## config.mk

```make
export PLATFORM = sky130hd
export DESIGN_NAME = if_stage
export DESIGN_NICKNAME = d
export VERILOG_FILES = /design/src/rtl/if_stage.sv
export SDC_FILE = /design/constraint.sdc
export NUM_CORES = 1
export LEC_CHECK = 0
export ABC_AREA = 1
export BUFFER_PORTS_ARGS = -buffer_cell sky130_fd_sc_hd__buf_2
export CAP_MARGIN = 10
export CORE_MARGIN = 2
export CORE_UTILIZATION = 45
export CTS_CLUSTER_SIZE = 25
export DETAILED_ROUTE_END_ITERATION = 8
export GPL_ROUTABILITY_DRIVEN = 1
export PLACE_DENSITY = 0.71
export SYNTH_ARGS = -nofsm -noshare
export SYNTH_HDL_FRONTEND = slang
export SYNTH_SLANG_ARGS = --single-unit
```

## constraint.sdc

```tcl
create_clock -name clk -period 3.6 [get_ports clk]
set_input_delay 0.36 -clock clk [delete_from_list [all_inputs] [get_ports clk]]
set_output_delay 0.36 -clock clk [all_outputs]
set_load 0.02 [all_outputs]
```

## src/rtl/if_stage.sv

```systemverilog
// Instruction-fetch stage: program counter, ROM port and the IF/ID pipeline register.
// Handles stall, flush with a new PC, and branch redirect (including a branch seen during a stall).
module if_stage #(
  parameter int                ADDR_W   = 32,
  parameter int                INST_W   = 32,
  parameter logic [ADDR_W-1:0] RESET_PC = '0,
  parameter int                PC_STEP  = 4
) (
  input  logic              clk,
  input  logic              rst,
  input  logic              stall_i,
  input  logic              flush_i,
  input  logic [ADDR_W-1:0] new_pc_i,
  input  logic              branch_flag_i,
  input  logic [ADDR_W-1:0] branch_target_i,
  output logic              rom_ce,
  output logic [ADDR_W-1:0] rom_addr_o,
  input  logic [INST_W-1:0] rom_data_i,
  output logic [ADDR_W-1:0] id_pc_o,
  output logic [INST_W-1:0] id_inst_o,
  output logic              id_valid_o
);

  localparam logic [ADDR_W-1:0] STEP = ADDR_W'(PC_STEP);

  logic              ce_r;
  logic [ADDR_W-1:0] pc;
  logic              pend_v;
  logic [ADDR_W-1:0] pend_tgt;

  assign rom_ce     = ce_r;
  assign rom_addr_o = pc;

  // Program counter and the branch remembered across a stall.
  always_ff @(posedge clk or posedge rst) begin
    if (rst) begin
      ce_r     <= 1'b0;
      pc       <= RESET_PC;
      pend_v   <= 1'b0;
      pend_tgt <= '0;
    end else if (!ce_r) begin
      ce_r <= 1'b1;
    end else if (flush_i) begin
      pc     <= new_pc_i;
      pend_v <= 1'b0;
    end else if (stall_i) begin
      if (branch_flag_i) begin
        pend_v   <= 1'b1;
        pend_tgt <= branch_target_i;
      end
    end else if (branch_flag_i) begin
      pc     <= branch_target_i;
      pend_v <= 1'b0;
    end else if (pend_v) begin
      pc     <= pend_tgt;
      pend_v <= 1'b0;
    end else begin
      pc <= pc + STEP;
    end
  end

  // IF/ID register; the word fetched in a branch cycle is the delay slot and is kept.
  always_ff @(posedge clk or posedge rst) begin
    if (rst) begin
      id_pc_o    <= '0;
      id_inst_o  <= '0;
      id_valid_o <= 1'b0;
    end else if (flush_i || !ce_r) begin
      id_pc_o    <= '0;
      id_inst_o  <= '0;
      id_valid_o <= 1'b0;
    end else if (!stall_i) begin
      id_pc_o    <= pc;
      id_inst_o  <= rom_data_i;
      id_valid_o <= 1'b1;
    end
  end

endmodule

```

==> implementation parameters <==
Parameter                              Value

Drt
  Average routed wire per standard cell    17.0 µm
  Iteration-0 DRC Markers    452
  Antenna violation net count after detailed routing    0
  Drc violations    0
  Total via count after detailed routing    6275
  Via-to-Cell Ratio    5.28
  WL final    20200 µm
  DR pass1 iterations    5

Status
  Status    finished, final reports clean

Clock tree
  Bufs on Longest Clock Path    2
  # hold bufs at CTS    0
  Setup Fix Bufs, Post-CTS    0
  Clock latency on the worst-skew pair    0.42 ns
  Clock tree from TritonCTS    yes
  CTS H-tree lvls    4
  Clock sink count    131
  Clock transition at the register clock pins on the worst setup and hold paths after CTS    0.06 ns
  TritonCTS Buffers    17
  Root buffer selected by CTS    clkbuf_16
  CTS-repair resized insts    0

Run
  Number of maximum-capacitance constraint violations    0

Layout
  Layout filler cell count    1377
  Total Nets Final    1093
  Commonest non-fill, non-tap cells in the layout    nand2_1 (246), buf_2 (198), dfrtp_1 (131), nor2_1 (72), o21ai_0 (69)
  Most common library cell in the layout ignoring fill and taps    nand2_1
  Ratio of cells with drive above 1 in the final layout    26.7%
  Area Growth Syn to Fin    24.2%
  Final design area excluding fillers    8230 µm²

Floorplanning
  Floorplan core area    14500 µm²
  Area enclosed by the die boundary    15700 µm²
  Starting density of the core    45.7%
  IO Pins    199
  Die span in y    125 µm
  Die X    125 µm
  Row cnt    44

Yosys
  Summed instance area of the synthesized netlist    6620 µm²
  Register bit total from synthesis    131
  Syn Inst Count    812
  Post-synthesis sequential area ratio    49.5%
  Number of warning messages in the yosys log    0
  Syn_nets    914
  Yosys cell types    39
  Average cell area after synthesis    8.16 µm²

Global routing
  Overall Global Routing Usage    26.1%
  Antenna violations before repair    1
  Gr ovfl total    0
  Number of global-route vias before repair    6036
  Global-route wire length before repair    32200 µm
  Largest net degree at the start of global routing    132

STA
  Setup violations, final    0
  RSZ-0062 raised after global routing    false
  Time the worst path needs with I/O delays and setup    2.39 ns
  Least-Margin Pin Slew    1.05 ns
  Highest achievable clock rate    418 MHz
  Final hold violations    0
  Max Transition Viols Final    0
  Final-layout setup total negative slack    0 ns
  Setup skew after layout    0.00796 ns
  Final clock period utilization by the worst path    66.4%
  Post-layout worst setup margin    1.21 ns
  Rel. slew slack    30.0%

Power
  Portion of total power attributed to sequential cells    42.2%
  Cell leakage power    4.19 nW
  Combinational share of power    18.3%
  Total Power Consumption    4.22 mW
  Fraction of power spent switching nets    30.9%
  Clk network pwr share    39.5%
  Largest voltage drop on the vdd net    0.000288 V
  Pint    2.92 mW
  Cell Pwr Density    514 nW/µm²
  Net Switching    1.30 mW

Worst setup path
  Endpoint required time on the critical path    3.94 ns
  Launch instance of the worst register-to-register path    pend_v$_DFFE_PP0P_
  Category of the most critical setup path    flop to flop
  CP arrival    2.73 ns
  Critical path capture point type    flop
  CP Max Fanout    20
  Kind of start point of the critical path    flop
  Setup crit start    pend_v$_DFFE_PP0P_

Placed design
  Routability congestion estimate    0.886
  Placement-stage cell area    7650 µm²
  Detail Placement HPWL    14000 µm
  Place WS    1.29 ns
  Number of port buffers    198

Hold path
  Class of the tightest hold or removal check    input port to async pin
[power groups by stage]
stage                     clock [mW]  combinational (mW)  sequential [mW]
after global placement             0               0.760             1.80
after CTS                       1.69               0.775             1.78
after global routing            1.75               0.856             1.80
after floorplan                    0               0.408             1.86
after detailed placement           0               0.771             1.80
final                           1.67               0.773             1.78
[critical path, stage by stage, from the launching register on]
cell and delay [ns]:
dfrtp_1 0.82, inv_2 0.34, nor2_2 0.68, a221oi_1 0.22, o21ai_1 0.13, nand2_1 0.06
o21ai_1 0.06
[per-layer routing]
metal	global-route usage [%]	vias to the layer above	wire [µm]
met5	0	-	0
met4	7.91	0	320
met3	5.48	25	1250
met2	40.3	236	9340
met1	37.4	2971	9290
li1	-	3043	-
[worst paths after layout]
kind	end	slack, ns	cells after the start
worst max-delay path	rom_addr_o[21]$_DFFE_PP0P_	1.21	6
worst min-delay path	id_inst_o[24]$_DFFE_PP0P_	0.15	3
worst max register to register	rom_addr_o[21]$_DFFE_PP0P_	1.21	6
worst min register to register	pend_tgt[22]$_DFFE_PP0P_	0.48	2
max in group asynchronous	id_pc_o[22]$_DFFE_PP0P_	2.95	3
min in group clk	pend_tgt[23]$_DFFE_PP0P_	0.17	3
[through the flow]
step	hold WS, ns	utilization (%)	std cells
CTS	0.164	56.8	1187
finish	0.146	56.8	1188
global route	0.176	56.8	1188
detailed placement	0.460	52.8	1156
floorplan	0.443	-	812
global placement	0.457	52.8	1156
[state kept, by name, summed over array words and instances, names as in the netlist]
| register | cells |
|---|---|
| id_pc_o | 32 |
| rom_ce | 1 |
| pend_v | 1 |
| id_inst_o | 32 |
| rom_addr_o | 32 |
| id_valid_o | 1 |
| pend_tgt | 32 |
[synth_stat cells (all sizes together)]
cell type,n,area [µm²]
nand2,254,978
dfrtp,131,3280
nor2,89,427
o21ai,85,425
inv,66,250
a21oi,37,196
nand3,36,190
a32o,34,340
buf,21,129
clkbuf,21,111
o211ai,8,60.1
xor2,7,61.3
a221oi,5,43.8
o22ai,4,25.0
a32oi,2,17.5
nor3,2,10.0
a22oi,1,7.51
conb,1,3.75
dlygate4sd1,1,8.76
ha,1,12.5
nand3b,1,7.51
nand4,1,6.26
nor3b,1,7.51
o2111ai,1,8.76
o21a,1,7.51
o221ai,1,8.76
[area by class of cell]
type / instances / area [µm²] / share of cell area [%]
clock buffer: 23 / 498 / 6.05
tap: 184 / 230 / 2.80
timing repair buffer: 203 / 1040 / 12.7
sequential: 131 / 3280 / 39.9
multi-input combinational: 572 / 2850 / 34.6
clock inverter: 8 / 76.3 / 0.928
inverter: 66 / 254 / 3.09
antenna: 1 / 2.50 / 0.0304
[cell families (layout without fill, tap and decap cells)]
| group | after synthesis | count (layout) | synth area share, % |
|---|---|---|---|
| other | 1 | 2 | 0.0566 |
| adder cells (fa/ha/maj) | 1 | 1 | 0.189 |
| AO/OA/AOI/OAI | 179 | 179 | 17.2 |
| buffers and inverters | 109 | 300 | 7.54 |
| flip-flops | 131 | 131 | 49.5 |
| AND/OR/NAND/NOR | 384 | 384 | 24.6 |
| XOR/XNOR | 7 | 7 | 0.926 |
Note: power is estimated with default switching activity, not from simulation.
